$ cat src/rtl/divider_constant_time_if.sv
// Request/result bundle for the constant-time restoring divider.
interface divider_constant_time_if #(
  parameter int NUM_BITS = 7
);
  logic                start;
  logic [NUM_BITS-1:0] dividend;
  logic [NUM_BITS-1:0] divisor;
  logic [NUM_BITS-1:0] quotient;
  logic [NUM_BITS-1:0] remainder;
  logic                busy;
  logic                done;

  modport master (
    output start, dividend, divisor,
    input  quotient, remainder, busy, done
  );

  modport slave (
    input  start, dividend, divisor,
    output quotient, remainder, busy, done
  );
endinterface

$ cat src/rtl/divider_constant_time.sv
// Sequential unsigned restoring divider. The latency is NUM_BITS cycles for
// every operand pair, divide-by-zero included. Compare and subtract run on
// every iteration, so timing never depends on the data.
module divider_constant_time #(
  parameter int NUM_BITS = 7
) (
  input  logic                    clk,
  input  logic                    rst,
  divider_constant_time_if.slave  bus
);

  localparam int CW = $clog2(NUM_BITS + 1);
  localparam logic [CW-1:0] LAST = CW'(NUM_BITS - 1);

  localparam logic [0:0] S_IDLE = 1'b0;
  localparam logic [0:0] S_RUN  = 1'b1;

  logic [0:0]          state;
  logic [NUM_BITS-1:0] q;      // dividend shifting out, quotient bits shifting in
  logic [NUM_BITS-1:0] d;
  logic [NUM_BITS:0]   r;      // partial remainder, one guard bit
  logic [CW-1:0]       cnt;

  logic [NUM_BITS:0]   t;
  logic                ge;
  logic [NUM_BITS:0]   r_nxt;
  logic [NUM_BITS-1:0] q_nxt;

  // One restoring step: shift in the next dividend bit, then trial-subtract.
  always_comb begin
    t     = {r[NUM_BITS-1:0], q[NUM_BITS-1]};
    ge    = (t >= {1'b0, d});
    r_nxt = ge ? (t - {1'b0, d}) : t;
    q_nxt = {q[NUM_BITS-2:0], ge};
  end

  // Control and datapath. Results update only on the final iteration, so the
  // outputs never show partial values.
  always_ff @(posedge clk or negedge rst) begin
    if (!rst) begin
      state         <= S_IDLE;
      q             <= '0;
      d             <= '0;
      r             <= '0;
      cnt           <= '0;
      bus.quotient  <= '0;
      bus.remainder <= '0;
      bus.busy      <= 1'b0;
      bus.done      <= 1'b0;
    end else begin
      bus.done <= 1'b0;
      case (state)
        S_IDLE: begin
          if (bus.start) begin
            q        <= bus.dividend;
            d        <= bus.divisor;
            r        <= '0;
            cnt      <= '0;
            bus.busy <= 1'b1;
            state    <= S_RUN;
          end
        end
        default: begin
          q   <= q_nxt;
          r   <= r_nxt;
          cnt <= cnt + 1'b1;
          if (cnt == LAST) begin
            bus.quotient  <= q_nxt;
            bus.remainder <= r_nxt[NUM_BITS-1:0];
            bus.done      <= 1'b1;
            bus.busy      <= 1'b0;
            state         <= S_IDLE;
          end
        end
      endcase
    end
  end

endmodule

$ cat src/flat_wrapper.sv
// flat-port wrapper written by rule: the top's interface ports become plain ports
module divider_constant_time_flat 
#(
  parameter int NUM_BITS = 7
)
  (clk, rst, bus_start, bus_dividend, bus_divisor, bus_quotient, bus_remainder, bus_busy, bus_done);
  divider_constant_time_if #(.NUM_BITS(NUM_BITS)) bus_i ();
  input  logic clk;
  input  logic rst;
  input wire logic [$bits(bus_i.start)-1:0] bus_start;
  input wire logic [$bits(bus_i.dividend)-1:0] bus_dividend;
  input wire logic [$bits(bus_i.divisor)-1:0] bus_divisor;
  output wire logic [$bits(bus_i.quotient)-1:0] bus_quotient;
  output wire logic [$bits(bus_i.remainder)-1:0] bus_remainder;
  output wire logic [$bits(bus_i.busy)-1:0] bus_busy;
  output wire logic [$bits(bus_i.done)-1:0] bus_done;
  assign bus_i.start = bus_start;
  assign bus_i.dividend = bus_dividend;
  assign bus_i.divisor = bus_divisor;
  assign bus_quotient = bus_i.quotient;
  assign bus_remainder = bus_i.remainder;
  assign bus_busy = bus_i.busy;
  assign bus_done = bus_i.done;
  divider_constant_time #(.NUM_BITS(NUM_BITS)) u_core (.clk(clk), .rst(rst), .bus(bus_i));
endmodule
$ cat config.mk
export PLATFORM = sky130hd
export DESIGN_NAME = divider_constant_time_flat
export DESIGN_NICKNAME = d
export VERILOG_FILES = /design/src/rtl/divider_constant_time_if.sv /design/src/rtl/divider_constant_time.sv /design/src/flat_wrapper.sv
export SDC_FILE = /design/constraint.sdc
export NUM_CORES = 1
export LEC_CHECK = 0
export ABC_AREA = 1
export ABC_CLOCK_PERIOD_IN_PS = 1760
export CAP_MARGIN = 20
export CELL_PAD_IN_SITES_DETAIL_PLACEMENT = 2
export CELL_PAD_IN_SITES_GLOBAL_PLACEMENT = 2
export CORE_UTILIZATION = 29
export DETAILED_ROUTE_END_ITERATION = 10
export PLACE_DENSITY = 0.84
export SLEW_MARGIN = 10
export SYNTH_ARGS = -nofsm -noshare
export SYNTH_HDL_FRONTEND = slang
export SYNTH_SLANG_ARGS = --single-unit
export TNS_END_PERCENT = 10
$ cat constraint.sdc
create_clock -name clk -period 1.76 [get_ports clk]
set_input_delay 0.352 -clock clk [delete_from_list [all_inputs] [get_ports clk]]
set_output_delay 0.352 -clock clk [all_outputs]
set_load 0.05 [all_outputs]
; ---- After elaboration in Yosys (flattened, before gate mapping)
; Index checks and enable logic that the tools add are counted.
[word_totals]
wordCells = 34
ff_bits = 41
in_bits = 17
[op_classes]
bitwise_logic = 1
n_lt_le_gt_ge = 1
eq_ne = 2
n_reduce_logical = 4
mux = 15
addsub = 2
[ops]
columns = cell, count
row1 = 2-to-1 mux 7 bit, 5
row2 = >= comparator 8 x 7 -> 1 bit, 1
row3 = 2-to-1 mux 1 bit, 8
row4 = subtractor 7 bit, 1
row5 = 2-to-1 mux 3 bit, 2
row6 = AND reduction 2 bit, 3
row7 = "adder 3 x 1 -> 3 bit, second input constant", 1
row8 = "equality test 3 bit, second input constant", 1
row9 = "!= test 2 bit, second input constant", 1
row10 = nonzero test 2 bit, 1
row11 = inverter 1 bit, 1

; ---- Longest topological paths before layout
; Gate-level depths: netlist of the first run.
[logic_depth]
word_depth = 3
depth_mapped = 14
mapped_depth_nobuf = 14

; ---- Least setup slack after synthesis of the first run
; OpenSTA, ideal clock, no wires.
[synth_path]
path_kind = register to register
startpoint = reg u_core.q[6]
endpoint = reg u_core.bus.remainder[3]
slack_ns = -0.023
n_path_buf = 0
stages_incl_launch_ff = 15
t_arrival_ns = 1.665
setup_time_ns = 0.118
cell_sequence = dfrtp_1 > inv_1 > ha_1 > inv_1 > fa_1 > nand2_1 > nand2_2 > nand2_2 > nand2_2 > nand2_4 > nand2_8 > nand2_2 > nand2_2 > nand2_1 > nand2_1
[synth_via]
elab_chain_cells = 2
word_cells_on_any_way = 3
cone_classes = add/sub: 1 / order compare: 1 / mux: 1
[synth_rtl]
columns = element, line
row1 = from (decl), divider_constant_time.sv:19  ; logic [NUM_BITS-1:0] q;
row2 = from (signal assigned), divider_constant_time.sv:55  ; q <= bus.dividend;
row3 = from (signal assigned), divider_constant_time.sv:64  ; q <= q_nxt;
row4 = subtractor 7 bit or >= comparator 8 x 7 -> 1 bit (tied branches), "divider_constant_time.sv:33, divider_constant_time.sv:32"
row5 = 2-to-1 mux 7 bit (*), divider_constant_time.sv:33  ; r_nxt = ge ? (t - {1'b0, d}) : t;
row6 = to (signal assigned), divider_constant_time.sv:69  ; bus.remainder <= r_nxt[NUM_BITS-1:0];
row7 = to (decl), divider_constant_time_if.sv:20  ; output quotient, remainder, busy, done
; Every way passes the cells marked *; elsewhere a longest branch is shown, timed or not.
; A chain may end at the register's enable or synchronous reset.

; ---- Final worst setup path of the first run
[layout_path]
startpoint = reg u_core.q[6]
endpoint = reg u_core.r[5]
[layout_via]
elab_chain_cells = 3
word_cells_on_any_way = 4
cone_classes = add/sub: 1 / order compare: 1 / mux: 2
[layout_rtl]
columns = element, line
row1 = subtractor 7 bit or >= comparator 8 x 7 -> 1 bit (tied branches), "divider_constant_time.sv:33, divider_constant_time.sv:32"
row2 = 2-to-1 mux 7 bit (*), divider_constant_time.sv:33
row3 = 2-to-1 mux 7 bit (*), divider_constant_time.sv:52  ; case (state)
row4 = to (signal assigned), divider_constant_time.sv:65  ; r <= r_nxt;
row5 = to (decl), divider_constant_time.sv:21  ; logic [NUM_BITS:0] r;
; Marked as above.

==> results of run 1 <==
-- synth_stat cells, drive strengths merged (2+ instances only) --
library cell,count
o221ai,5
nand3b,2
nor2,8
inv,27
xor2,2
buf,4
ha,9
nand3,21
a21oi,2
nand2,93
nand4,2
o21ai,15
dfrtp,41
clkbuf,3
-- final timing paths --
check,endpoint,depth (start not counted),slack [ns]
min in group clk,u_core.bus.busy,2,0.48
max in group asynchronous,u_core.d[2],2,1.28
setup reg to reg,u_core.r[5],13,-0.21
hold / removal,u_core.bus.quotient[1],1,-0.009
setup / recovery,u_core.r[5],13,-0.21
hold reg to reg,u_core.bus.busy,2,0.48
-- metal layers --
layer / global-route usage (%) / share of wire (%) / vias to the layer above
met2: 35.28 / 52 / 28
met4: 7.273 / 2.1 / 0
met1: 22.02 / 43 / 905
met3: 3.143 / 2.2 / 10
li1: - / - / 856
met5: 0 / 0 / -
-- timing repair --
item	in CTS	in global routing
pin swaps	14	6
buffers inserted	8	0
endpoints found under the setup margin	16	16
gates resized for setup	15	10
-- metrics by stage --
stage | hold WS [ns] | setup slack (ns) | area [um2] | TNS [ns] | util, %
floorplan | 0.05641 | 0.02855 | 2077 | 0 | -
global placement | 0.3274 | -0.01280 | 2529 | -0.06378 | 36.81
detailed placement | 0.3362 | -0.1512 | 2529 | -1.585 | 36.81
CTS | 0.008640 | -0.1673 | 2763 | -2.339 | 40.22
global route | 0.02092 | -0.2899 | 2803 | -4.190 | 40.80
finish | -0.008792 | -0.2070 | 2803 | -2.640 | 40.80
-- final cells by class --
type                            count  area share [%]
Sequential cell                    41           36.61
Multi-Input combinational cell    164           35.45
Timing Repair Buffer               49           15.80
Tap cell                           96           4.286
Inverter                           27           3.705
Clock buffer                        7           3.080
Clock inverter                      1           1.071
-- worst max-delay path: cells and delay by family (launching register included) --
family / cells / cell delay, ns
adder cells (fa/ha/maj): 2 / 0.52
AND/OR/NAND/NOR: 8 / 0.70
buffers and inverters: 3 / 0.27
flip-flops: 1 / 0.38
-- sequential cells by signal, summed over array words and instances (netlist names) --
| register | cells |
|---|---|
| u_core.bus.remainder | 7 |
| u_core.r | 7 |
| u_core.bus.done | 1 |
| u_core.state | 1 |
| u_core.cnt | 3 |
| u_core.q | 7 |
| u_core.d | 7 |
| u_core.bus.busy | 1 |
| u_core.bus.quotient | 7 |
-- cell families after synthesis --
family                   Yosys count  share of synthesized area (%)
AND/OR/NAND/NOR                  128                          29.49
flip-flops                        41                          49.46
buffers and inverters             34                          6.634
AO/OA/AOI/OAI                     23                          6.755
adder cells (fa/ha/maj)           10                          6.393
XOR/XNOR                           3                          1.267
==> impl_metrics.csv, run 1 <==
group,metric,value,unit
setup_path,crit_top_cell,"nand2_2",
floorplan,fp.coreArea,6869,um2
detailed_routing,routed_wl,6489,um
setup_path,cp-start-kind,"flip-flop",
finish,final_cells,385,
clock_network,cts.sinks,41,
timing,finalCriticalPeriod,1.967,ns
place,gp_congestion,0.8132,
setup_path,cp-end-kind,"flip-flop",
finish,final_common_cell,"nand2_1",
setup_path,worstSetupPathType,"reg -> reg",
worst_hold_path,min_path_type,"in -> async",
synthesis,avgSynthCellArea,8.680,um2
finish,final_cell_mix,"nand2_1 (79), dfrtp_1 (41), buf_4 (28)",
place,portBuffers,32,
detailed_routing,ant_nets,0,
synthesis,synth.area.top_cells,"dfrtp_1 (49%), nand2_1 (15%), ha_1 (5.4%)",
timing,clock.fmax,0.5084,GHz
detailed_routing,via_count,1799,
synthesis,yosys.area.top_type,"dfrtp_1",
finish,layout.nets,315,
synthesis,syn-cell-area,2074,um2
synthesis,synth-edff-count,0,
global_route,grt_pass1_wl,10760,um
global_route,antenna_found_initial,0,
finish,multi_input_area,993.5,um2
timing,setup_viol,16,
timing,fin_ws,-0.2070,ns
finish,drive_gt1_share,25.61,%
clock_network,clockRootBuffer,"clkbuf_8",
synthesis,synthFlopType,"dfrtp_1",
finish,antenna_cells,0,
finish,ff_latch_area,1026,um2
synthesis,yosysTopAreaCellShare,49.46,%
setup_path,r2r-start,"u_core.q[6]",
setup_path,startpoint,"u_core.q[6]",
place,dp_hpwl,4408,um
setup_path,slowest_delay,0.38,ns
place,placed_cells,369,
timing,timing_hold_violations_final,8,
synthesis,synth-seq-area-share,49.46,%
setup_path,cp_max_fo,7,
timing,tightest_slew,0.5581,ns
clock_network,hold_buffers,0,
setup_path,cpMaxStageDelayCell,"dfrtp_1",
timing,max_slew_margin,62.80,%
timing,timing.hold.ws,-0.008792,ns
detailed_routing,drt_pass1_iterations,4,
run,maxCapViolations,0,
synthesis,yosys.cell_types.count,28,
clock_network,clkTransAtPathRegs,0.08,ns
floorplan,rows,30,
finish,final.fill_count,764,
global_route,grt_max_degree,24,
detailed_routing,wl_per_cell,16.85,um
setup_path,crit_arrival,2.16,ns
status,status,"finished, violations left",
synthesis,async_reset_ff_share,100.0,%
clock_network,ctsLongestPathBuffers,2,
clock_network,cts_tree,"yes",
floorplan,die_h,86.58,um
global_route,first_global_vias,2101,
status,violations,"negative hold slack, negative setup slack",
floorplan,io_pins,33,
clock_network,clock_latency,0.30,ns
synthesis,syn-num-nets,266,
floorplan,start_util,30.20,%
detailed_routing,drt_iter0_drc,50,
global_route,grt_util_all_layers,19.10,%
timing,finalCritPeriodShare,111.8,%
detailed_routing,vias_per_cell,4.673,
floorplan,die_x,86.58,um
setup_path,crit_chain,"inv_2 -> ha_4 -> inv_4 -> fa_2 -> nand2_2 -> nand2_2 -> nand2_2 -> nand2_4 -> nand2_4 -> buf_6 -> nand3b_1 -> nand3_1 -> nand2_1",
synthesis,ys_ff_latch,41,
detailed_routing,drcViolationCount,0,
timing,drv_slew,0,
synthesis,synth_cells,239,
setup_path,cp_data_required_time,1.96,ns
timing,rsz0062_at_grt,"true",
finish,syn_to_final_growth,35.10,%
synthesis,yosysWarningCount,0,
timing,fin_skew,0.006513,ns
clock_network,cts_buffers,5,
global_route,overflow,0,
clock_network,h-tree-depth,2,
floorplan,dieArea,7495,um2
Power of run 1 is not shown: default switching activity piles up to over one toggle a cycle in this logic, so the estimate is an artifact.
==> run 2: changes to the inputs <==
Settings changed: TNS_END_PERCENT 10 to unset.
==> run 2 against run 1 <==
  * The flow still finishes with violations (negative hold slack, negative setup slack)
  * Via count is 1.4% higher
  * Non-clock buffer count is 2 higher
  * Die area stayed put
  * Flip-flop and latch count stayed put
  * Core utilization is 0.82 points higher
  * Register-to-register slack worse by 0.02 ns
  * Wire length is 3.4% higher
  * Sequential share of layout area is 0.72 points lower
  * Clock skew is 0.0015 ns higher
  * Largest cell class is now multi-input combinational cells
==> impl_metrics.csv, run 2 (same netlist as run 1, synthesis figures left out) <==
group,metric,value,unit
finish,final_cell_mix,"nand2_1 (75), dfrtp_1 (41), buf_4 (29)",
timing,max_slew_margin,61.67,%
timing,timing_hold_violations_final,4,
setup_path,cp_max_fo,7,
timing,drv_slew,0,
detailed_routing,drcViolationCount,0,
timing,clock.fmax,0.5030,GHz
status,violations,"negative hold slack, negative setup slack",
place,dp_hpwl,4408,um
detailed_routing,vias_per_cell,4.713,
worst_hold_path,min_path_type,"in -> async",
global_route,antenna_found_initial,0,
detailed_routing,routed_wl,6708,um
global_route,grt_pass1_wl,10760,um
global_route,first_global_vias,2101,
setup_path,cp-end-kind,"flip-flop",
finish,syn_to_final_growth,37.82,%
finish,layout.nets,317,
run,maxCapViolations,0,
floorplan,io_pins,33,
finish,drive_gt1_share,28.18,%
detailed_routing,ant_nets,0,
timing,fin_skew,0.008007,ns
timing,fin_tns_setup,-3.001,ns
clock_network,cts.sinks,41,
clock_network,cts_buffers,5,
global_route,overflow,0,
finish,post-route-util,41.62,%
clock_network,clockRootBuffer,"clkbuf_8",
floorplan,start_util,30.20,%
detailed_routing,drt_iter0_drc,49,
clock_network,ctsLongestPathBuffers,2,
clock_network,h-tree-depth,2,
floorplan,fp.coreArea,6869,um2
setup_path,crit_arrival,2.18,ns
clock_network,hold_buffers,0,
timing,rsz0062_at_grt,"true",
place,place_ws,-0.1512,ns
floorplan,rows,30,
timing,finalCriticalPeriod,1.988,ns
global_route,grt_max_degree,24,
timing,timing.hold.ws,-0.006387,ns
timing,tightest_slew,0.5750,ns
clock_network,clock_latency,0.30,ns
status,status,"finished, violations left",
place,gp_congestion,0.8132,
setup_path,ff2ff_path_depth,13,
clock_network,cts_tree,"yes",
timing,fin_ws,-0.2281,ns
timing,finalCritPeriodShare,113.0,%
clock_network,clkTransAtPathRegs,0.09,ns
setup_path,worstSetupPathType,"reg -> reg",
floorplan,dieArea,7495,um2
detailed_routing,wl_per_cell,17.33,um
setup_path,cp_data_required_time,1.95,ns
floorplan,die_h,86.58,um
finish,final_common_cell,"nand2_1",
detailed_routing,drt_pass1_iterations,4,
detailed_routing,via_count,1824,
finish,antenna_cells,0,
place,portBuffers,32,
timing,setup_viol,16,
floorplan,die_x,86.58,um
setup_path,cp-start-kind,"flip-flop",
global_route,grt_util_all_layers,19.10,%
## run 2: cell count changes in the layout (fill, tap and decap cells not counted), moves of 2 or more
cell	delta
nand2_4	+2
nand2_2	+2
nand3_1	-2
nand2_1	-4
## run 2: metrics by stage
step | instances | hold slack [ns] | instance area (um2)
after global routing | 387 | 0.02779 | 2859
after global placement | 369 | 0.3274 | 2529
after floorplan | 239 | 0.05641 | 2077
final | 387 | -0.006387 | 2859
after detailed placement | 369 | 0.3362 | 2529
after CTS | 385 | 0.008640 | 2763
## run 2: layer usage
layer,vias up,track usage [%],share of wire [%]
met5,-,0,0
met4,0,7.273,1.4
met3,8,3.143,1.9
met2,28,35.28,54
met1,927,22.02,42
li1,861,-,-
## run 2: worst paths after layout
path                                        start                      end  slack [ns]
max                                   u_core.q[6]  u_core.bus.remainder[6]       -0.23
min                                           rst   u_core.bus.quotient[1]      -0.006
max reg2reg                           u_core.q[6]  u_core.bus.remainder[6]       -0.23
min reg2reg                u_core.bus.quotient[0]   u_core.bus.quotient[0]        0.48
max in group asynchronous                     rst              u_core.d[2]        1.28
min in group clk           u_core.bus.quotient[0]   u_core.bus.quotient[0]        0.48
## run 2: layout make-up
| class | count | area, um2 |
|---|---|---|
| fill | 769 | 4010 |
| multi-input combinational | 164 | 1031 |
| sequential | 41 | 1026 |
| timing repair buffer | 51 | 461.7 |
| tap | 96 | 120.1 |
| inverter | 27 | 103.9 |
| clock buffer | 7 | 86.33 |
| clock inverter | 1 | 30.03 |
## run 2: what timing repair did
action / 4_1_cts / 5_1_grt
pin swaps: 14 / 17
gates resized for setup: 15 / 20
endpoints found under the hold margin: 0 / 0
buffers inserted: 8 / 3
setup endpoints to repair: 16 / 16
## run 2: worst max-delay path, cell delays in order, from the launching register on
cell and delay [ns]:
dfrtp_1 0.38, inv_2 0.09, ha_4 0.16, inv_4 0.04, fa_2 0.35, nand2_2 0.10, nand2_4 0.07, nand2_4 0.09
nand2_4 0.07, nand2_4 0.10, buf_6 0.14, nand3b_1 0.12, nand3_1 0.10, nand2_1 0.06
Power of run 2 is left out for the same reason.
==> run 3: changes to the inputs <==
Settings changed: PLACE_DENSITY 0.84 to unset, PLACE_DENSITY_LB_ADDON set to 0.1.
==> run 3 against run 2 <==
  * The flow still finishes with violations (negative hold slack, negative setup slack)
  * Clock skew decreased by 0.0031 ns
  * Register-to-register slack improved by 0.13 ns
  * Via count decreased by 1.8%
  * Critical path depth increased by 1
  * Global-route usage decreased by 1.7 points
  * Core utilization decreased by 0.62 points
  * Sequential share of layout area increased by 0.54 points
  * Flip-flop and latch count unchanged
  * Non-clock buffer count increased by 1
  * Count of clock-buffer cells in the layout decreased by 1
  * Critical path type unchanged
  * Critical endpoint is now u_core.r[3]
  * Largest cell class is now registers
  * Highest routed layer unchanged
==> impl_metrics.csv, run 3 (same netlist as run 1, synthesis figures left out) <==
group,metric,value,unit
detailed_routing,wl_per_cell,14.94,um
global_route,grt_util_all_layers,17.40,%
global_route,overflow,0,
status,status,"finished, violations left",
timing,timing_hold_violations_final,3,
finish,layout.nets,320,
global_route,first_global_vias,1922,
clock_network,ctsLongestPathBuffers,2,
floorplan,rows,30,
floorplan,fp.coreArea,6869,um2
floorplan,io_pins,33,
timing,timing.hold.ws,-0.006725,ns
setup_path,cp-end-kind,"flip-flop",
setup_path,cp_max_fo,5,
clock_network,h-tree-depth,2,
place,dpl_cell_area,2559,um2
detailed_routing,routed_wl,5826,um
clock_network,cts_buffers,5,
finish,antenna_cells,0,
detailed_routing,via_count,1792,
setup_path,ff2ff_path_depth,14,
place,placed_cells,373,
detailed_routing,drcViolationCount,0,
floorplan,start_util,30.20,%
finish,fin_area,2816,um2
clock_network,cts_tree,"yes",
floorplan,die_h,86.58,um
clock_network,hold_buffers,0,
finish,syn_to_final_growth,35.77,%
floorplan,dieArea,7495,um2
global_route,grt_pass1_wl,9763,um
clock_network,clockRootBuffer,"clkbuf_8",
clock_network,cts.sinks,41,
timing,clock.fmax,0.5378,GHz
detailed_routing,ant_nets,0,
timing,rsz0062_at_grt,"true",
finish,final_cell_mix,"nand2_1 (78), dfrtp_1 (41), buf_4 (34)",
status,violations,"negative hold slack, negative setup slack",
floorplan,die_x,86.58,um
setup_path,worstSetupPathType,"reg -> reg",
timing,fin_ws,-0.09936,ns
timing,fin_skew,0.004894,ns
place,portBuffers,32,
setup_path,crit_arrival,2.07,ns
worst_hold_path,min_path_type,"in -> async",
detailed_routing,vias_per_cell,4.595,
timing,finalCritPeriodShare,105.6,%
place,dp_hpwl,4002,um
setup_path,cp_data_required_time,1.97,ns
finish,final_cells,390,
timing,finalCriticalPeriod,1.859,ns
finish,final_common_cell,"nand2_1",
detailed_routing,drt_iter0_drc,61,
finish,drive_gt1_share,26.53,%
setup_path,cp-start-kind,"flip-flop",
place,gp_congestion,0.8008,
clock_network,clkTransAtPathRegs,0.09,ns
clock_network,clock_latency,0.31,ns
global_route,antenna_found_initial,0,
detailed_routing,drt_pass1_iterations,4,
global_route,grt_max_degree,42,
timing,setup_viol,15,
timing,max_slew_margin,74.85,%
timing,tightest_slew,0.3769,ns
run,maxCapViolations,0,
timing,drv_slew,0,
-- run 3: per-layer routing --
layer  GRT usage (%)  share of wire [%]
met5               0                  0
met4           7.424                2.3
met3           2.952                2.5
met2           27.78                 46
met1           23.31                 49
-- run 3: final timing paths --
path                            startpoint                      end  slack [ns]
setup / recovery               u_core.q[6]              u_core.r[3]        -0.1
hold / removal                         rst  u_core.bus.remainder[5]      -0.007
setup reg to reg               u_core.q[6]              u_core.r[3]        -0.1
hold reg to reg            u_core.bus.busy          u_core.bus.busy        0.48
max in group asynchronous              rst              u_core.d[1]        1.55
min in group clk           u_core.bus.busy          u_core.bus.busy        0.48
-- run 3: layout make-up --
cell class                      count  area [um2]
Clock inverter                      2       13.76
Fill cell                         774        4053
Timing Repair Buffer               52       450.4
Clock buffer                        6       82.58
Tap cell                           96       120.1
Inverter                           27       101.3
Multi-Input combinational cell    166        1022
Sequential cell                    41        1026
-- run 3: timing repair --
action / 4_1_cts / 5_1_grt
pin swaps: 11 / 9
cloned: 2 / 0
setup endpoints to repair: 16 / 16
gates resized for setup: 15 / 4
buffers inserted: 5 / 2
-- run 3: metrics by stage --
stage	setup TNS (ns)	utilization, %	setup WS, ns
after floorplan	0	-	0.02855
after CTS	-0.4654	40.49	-0.05137
final	-0.9832	41.00	-0.09936
after detailed placement	-1.139	37.25	-0.1097
after global routing	-2.652	41.00	-0.2043
after global placement	-0.1103	37.25	-0.02528
-- run 3: critical path: stages (launching register included) --
cell	delay [ns]
dfrtp_1	0.38
inv_2	0.08
ha_4	0.13
inv_2	0.04
fa_2	0.35
nand2_2	0.09
nand2_2	0.09
nand2_4	0.09
nand2_4	0.08
nand2_8	0.11
nand2_8	0.08
nand2_4	0.09
nand2_2	0.05
nand2_1	0.06
nand2_1	0.05
Power of run 3 is left out for the same reason.
==> variant 1: new RTL, config.mk and constraints of run 2 <==
Make the reset (`rst`) synchronous in one clocked block.
--- a/src/rtl/divider_constant_time.sv
+++ b/src/rtl/divider_constant_time.sv
@@ -38,3 +38,3 @@
   // outputs never show partial values.
-  always_ff @(posedge clk or negedge rst) begin
+  always_ff @(posedge clk) begin
     if (!rst) begin
Formal check against the unedited RTL: differs if rst is asserted again (counterexample within 4 cycles, from zero or initial values and one cycle with rst low); with rst held inactive, the same outputs for 10 cycles.
==> variant 1 against run 2 <==
Critical path depth stayed put; critical path type unchanged; sequential cell count stayed put; wire length is 2.0% higher; clock skew is 0.00053 ns lower; final area is 3.2% lower; the flow finishes with violations (setup timing); worst hold slack better by 0.48 ns; worst setup slack better by 0.16 ns; area after synthesis is 2.1% lower; sequential share of layout area is 6.2 points lower.
==> variant 1: results (changes against run 2) <==
Finish
The final core area utilization came to 40.8% (was 41.6%). The clock tree buffer count of the final layout is 6 (was 7). The number of filler instances in the final layout is 795 (was 769). The non-clock buffer total of the final layout came to 50 (was 51). The net count reported at finish is 339 (was 317). The fraction of final layout cells sized beyond drive strength 1 is 29.2% (was 28.2%). The clock buffer and inverter area fraction after layout is 2.94% (was 4.07%). The register cell area after layout was 823 um^2 (was 1030 um^2). The number of multi-input logic gates is 180 (was 164).

Worst setup path
The data arrival time of the critical path was 2.08 ns (was 2.18 ns). The largest fanout of any net on the critical path is 5 (was 7).

Logic synthesis
The synthesized netlist net count was 290 (was 266). The commonest register cell after synthesis is sky130_fd_sc_hd__dfxtp_1 (was sky130_fd_sc_hd__dfrtp_1). The post-synthesis xor/xnor area fraction came to 0.863% (was 1.27%). The fraction of the mapped netlist area in compound gates was 10.8% (was 6.76%). The share of synthesized area occupied by flip-flops and latches is 40.4% (was 49.5%). The area of the mapped netlist is 2030 um^2 (was 2070 um^2).

Placement
The HPWL reported at the end of detailed placement came to 4590 um (was 4410 um). The post-place instance area is 2480 um^2 (was 2530 um^2).

STA
The least setup slack across all paths after layout is -0.0723 ns (was -0.228 ns). The accumulated negative setup slack is -0.427 ns (was -3.00 ns). The clock skew after layout is 0.00748 ns (was 0.00801 ns).

The total of endpoints with negative setup slack in the final report is 13 (was 16).

Detailed routing
The routed length per instance came to 16.8 um (was 17.3 um). The number of vias per cell after detailed routing is 4.86 (was 4.71).

Hold path
The path category of the worst min-delay check is flop to flop (was input pin to asynchronous set/reset pin).

Global routing
The first-pass GRT wire length is 10800 um (about the same).

Outcome
Violated checks: setup timing (was hold timing, setup timing). Run status: complete, but fails checks (unchanged).
## variant 1: changes by cell type after synthesis, sizes merged, moves of 2 or more
cell,run 2,this run
a21oi,2,20
buf,4,7
dfrtp,41,0
dfxtp,0,41
inv,27,34
nand2,93,66
nand3,21,37
nand3b,2,5
nor2,8,13
o221ai,5,3
## variant 1: path summary, 6_finish.rpt
path	endpoint	from	cells past startpoint	slack [ns]
hold reg to reg	u_core.d[3]	u_core.d[3]	2	0.48
setup / recovery	u_core.r[3]	u_core.q[6]	13	-0.07
hold / removal	u_core.d[3]	u_core.d[3]	2	0.48
setup reg to reg	u_core.r[3]	u_core.q[6]	13	-0.07
## variant 1: repair_timing
| item | 4_1_cts | 5_1_grt |
|---|---|---|
| endpoints found under the setup margin | 16 | 16 |
| gates resized for setup | 18 | 15 |
| buffers inserted | 3 | 2 |
| pin swaps | 8 | 11 |
| cloned | 2 | 0 |
## variant 1: critical path, cell delays in order, from the launching register on
cell and delay [ns]:
sky130_fd_sc_hd__dfxtp_2 0.33, sky130_fd_sc_hd__inv_2 0.07, sky130_fd_sc_hd__ha_4 0.13, sky130_fd_sc_hd__inv_4 0.04, sky130_fd_sc_hd__fa_2 0.36, sky130_fd_sc_hd__nand2_2 0.08, sky130_fd_sc_hd__nand2_2 0.08, sky130_fd_sc_hd__nand2_4 0.08
sky130_fd_sc_hd__nand2_4 0.08, sky130_fd_sc_hd__nand2_8 0.10, sky130_fd_sc_hd__nand2_8 0.10, sky130_fd_sc_hd__o21ai_4 0.10, sky130_fd_sc_hd__nand3_2 0.10, sky130_fd_sc_hd__a21oi_2 0.13
## variant 1: routing by layer
metal | GRT usage (%) | vias up
met2 | 36.1 | 37
met4 | 5.30 | 0
met3 | 3.85 | 18
li1 | - | 950
met5 | 0 | -
met1 | 22.2 | 978
==> variant 2: new RTL, config.mk and constraints of run 2 <==
Made on the original files. `NUM_BITS` is set to 7 in 3 places; all go to 14.
--- a/src/rtl/divider_constant_time_if.sv
+++ b/src/rtl/divider_constant_time_if.sv
@@ -2,3 +2,3 @@
 interface divider_constant_time_if #(
-  parameter int NUM_BITS = 7
+  parameter int NUM_BITS = 14
 );
--- a/src/rtl/divider_constant_time.sv
+++ b/src/rtl/divider_constant_time.sv
@@ -4,3 +4,3 @@
 module divider_constant_time #(
-  parameter int NUM_BITS = 7
+  parameter int NUM_BITS = 14
 ) (
--- a/src/flat_wrapper.sv
+++ b/src/flat_wrapper.sv
@@ -3,3 +3,3 @@
 #(
-  parameter int NUM_BITS = 7
+  parameter int NUM_BITS = 14
 )
Interface: changed (resized bus_dividend, bus_divisor, bus_quotient and bus_remainder); port bits go from 33 to 61. The function was not compared with the original's and may differ.
==> variant 2 against run 2 <==
Final area is 130% higher; wire length grew to 3.6 times the old value; area after synthesis is 100% higher; die area is 99% higher; via count grew to 2.6 times the old value; critical endpoint unchanged; synthesized cell count is 130% higher; worst setup slack worse by 0.32 ns; clock skew is 0.0060 ns higher; critical path depth stayed put; the flow still finishes with violations (hold timing, setup timing); sequential cell count is 36 higher.
Power is left out: the tool's default activity adds up to more than one toggle a clock period on the data nets, which glitch-free logic cannot reach.
==> variant 2: results (changes against run 2) <==
Clock tree
The total number of H-tree levels was 3 (was 2). The clock latency of the later-clocked register in the worst-skew pair is 0.37 ns (was 0.30 ns). The number of buffers inserted during clock tree synthesis is 9 (was 5).

Logic synthesis
Biggest area contributors in the synthesized netlist: sky130_fd_sc_hd__dfrtp_1 (46%), sky130_fd_sc_hd__nand2_1 (17%), sky130_fd_sc_hd__inv_1 (6.1%), sky130_fd_sc_hd__nand3_1 (5.2%), sky130_fd_sc_hd__ha_1 (5.1%) (was sky130_fd_sc_hd__dfrtp_1 (49%), sky130_fd_sc_hd__nand2_1 (15%), sky130_fd_sc_hd__ha_1 (5.4%), sky130_fd_sc_hd__inv_1 (4.9%), sky130_fd_sc_hd__nand3_1 (4.6%)). The share of synthesized area occupied by flip-flops and latches is 45.9% (was 49.5%).

Floorplanning
The number of placement rows was 43 (was 30).

Global routing
The first-pass GRT wire length was 30000 um (was 10800 um). The total track usage was 28.1% (was 19.1%). The via count of the first global-routing pass came to 5118 (was 2101).

Outcome
Run status: complete, but fails checks (unchanged). Violated checks: hold timing, setup timing (unchanged).

STA
The least setup slack across all paths after layout is -0.551 ns (was -0.228 ns). The accumulated negative setup slack was -9.70 ns (was -3.00 ns). The slew at the pin closest to its max-slew limit was 0.478 ns (was 0.575 ns). The total of endpoints with negative setup slack in the final report was 30 (was 16). The clock skew after layout is 0.0140 ns (was 0.00801 ns).

The number of endpoints with negative hold slack in the final report is 4 (unchanged). The worst hold-check slack is -0.00268 ns (was -0.00639 ns).

Worst setup path
The data arrival time of the critical path was 2.60 ns (was 2.18 ns).

Placement
The HPWL reported at the end of detailed placement was 11500 um (was 4410 um). The routability congestion estimate from global placement is 0.836 (was 0.813). The number of cells after detailed placement is 829 (was 369). The count of port buffers added during placement is 60 (was 32).

Finish
The number of filler instances in the final layout is 1516 (was 769). The fraction of final layout cells sized beyond drive strength 1 is 41.1% (was 28.2%).

Detailed routing
The routed length per instance is 28.0 um (was 17.3 um). The routed via count came to 4663 (was 1824).
==> variant 2: changes by cell type after synthesis, sizes merged, moves of 6 or more <==
cell | run 2 | this run
nand2 | 93 | 206
nand3 | 21 | 50
dfrtp | 41 | 77
inv | 27 | 71
ha | 9 | 17
buf | 4 | 10
nor2 | 8 | 28
o21ai | 15 | 29
==> variant 2: stage by stage <==
stage / setup WS, ns / instance area [um^2]
detailed placement: -0.349 / 5460
finish: -0.551 / 6600
CTS: -0.237 / 6220
floorplan: 0.00695 / 4210
global route: -0.549 / 6600
global placement: -0.243 / 5460
==> variant 2: cells by family (layout without fill, tap and decap cells) <==
| group | after synthesis | in the layout | share of synthesized area, % |
|---|---|---|---|
| and+or+nand+nor | 294 | 295 | 30.7 |
| buffers and inverters | 89 | 234 | 8.71 |
| DFF | 77 | 77 | 45.9 |
| AOI/OAI and AO/OA | 54 | 54 | 7.87 |
| adders and majority gates | 18 | 18 | 5.55 |
| xor gates and xnor gates | 6 | 6 | 1.25 |
==> variant 2: critical path, cell delays in order (launching register included) <==
cell,delay [ns]
sky130_fd_sc_hd__dfrtp_1,0.43
sky130_fd_sc_hd__inv_4,0.09
sky130_fd_sc_hd__ha_4,0.17
sky130_fd_sc_hd__fa_2,0.35
sky130_fd_sc_hd__inv_2,0.09
sky130_fd_sc_hd__nand3_2,0.09
sky130_fd_sc_hd__nand3_4,0.11
sky130_fd_sc_hd__nand2_2,0.07
sky130_fd_sc_hd__nand2_2,0.11
sky130_fd_sc_hd__xor2_2,0.24
sky130_fd_sc_hd__nand2_1,0.14
sky130_fd_sc_hd__nand2_1,0.15
sky130_fd_sc_hd__nand2_1,0.07
sky130_fd_sc_hd__nand2_1,0.10
==> variant 2: area by class of cell <==
class	instances	area share, %
clock buffer	10	3.62
clock inverter	6	1.06
multi-input combinational	373	38.7
tap	180	3.41
timing repair buffer	147	19.8
sequential	77	29.3
inverter	71	4.08
==> variant 2: per-layer routing <==
| layer | vias to the layer above | global-route usage, % | routed length (um) | share of wire (%) |
|---|---|---|---|---|
| met1 | 2401 | 28.9 | 8450 | 35 |
| met2 | 187 | 52.1 | 13000 | 54 |
| li1 | 1981 | - | - | - |
| met3 | 94 | 5.02 | 980 | 4.1 |
| met4 | 0 | 17.8 | 1710 | 7.1 |
| met5 | - | 0 | 0 | 0 |
==> variant 2: what timing repair did <==
item	4_1_cts	5_1_grt
cloned	1	1
buffers inserted	10	9
pin swaps	29	43
resized for setup	78	83
setup endpoints to repair	30	30
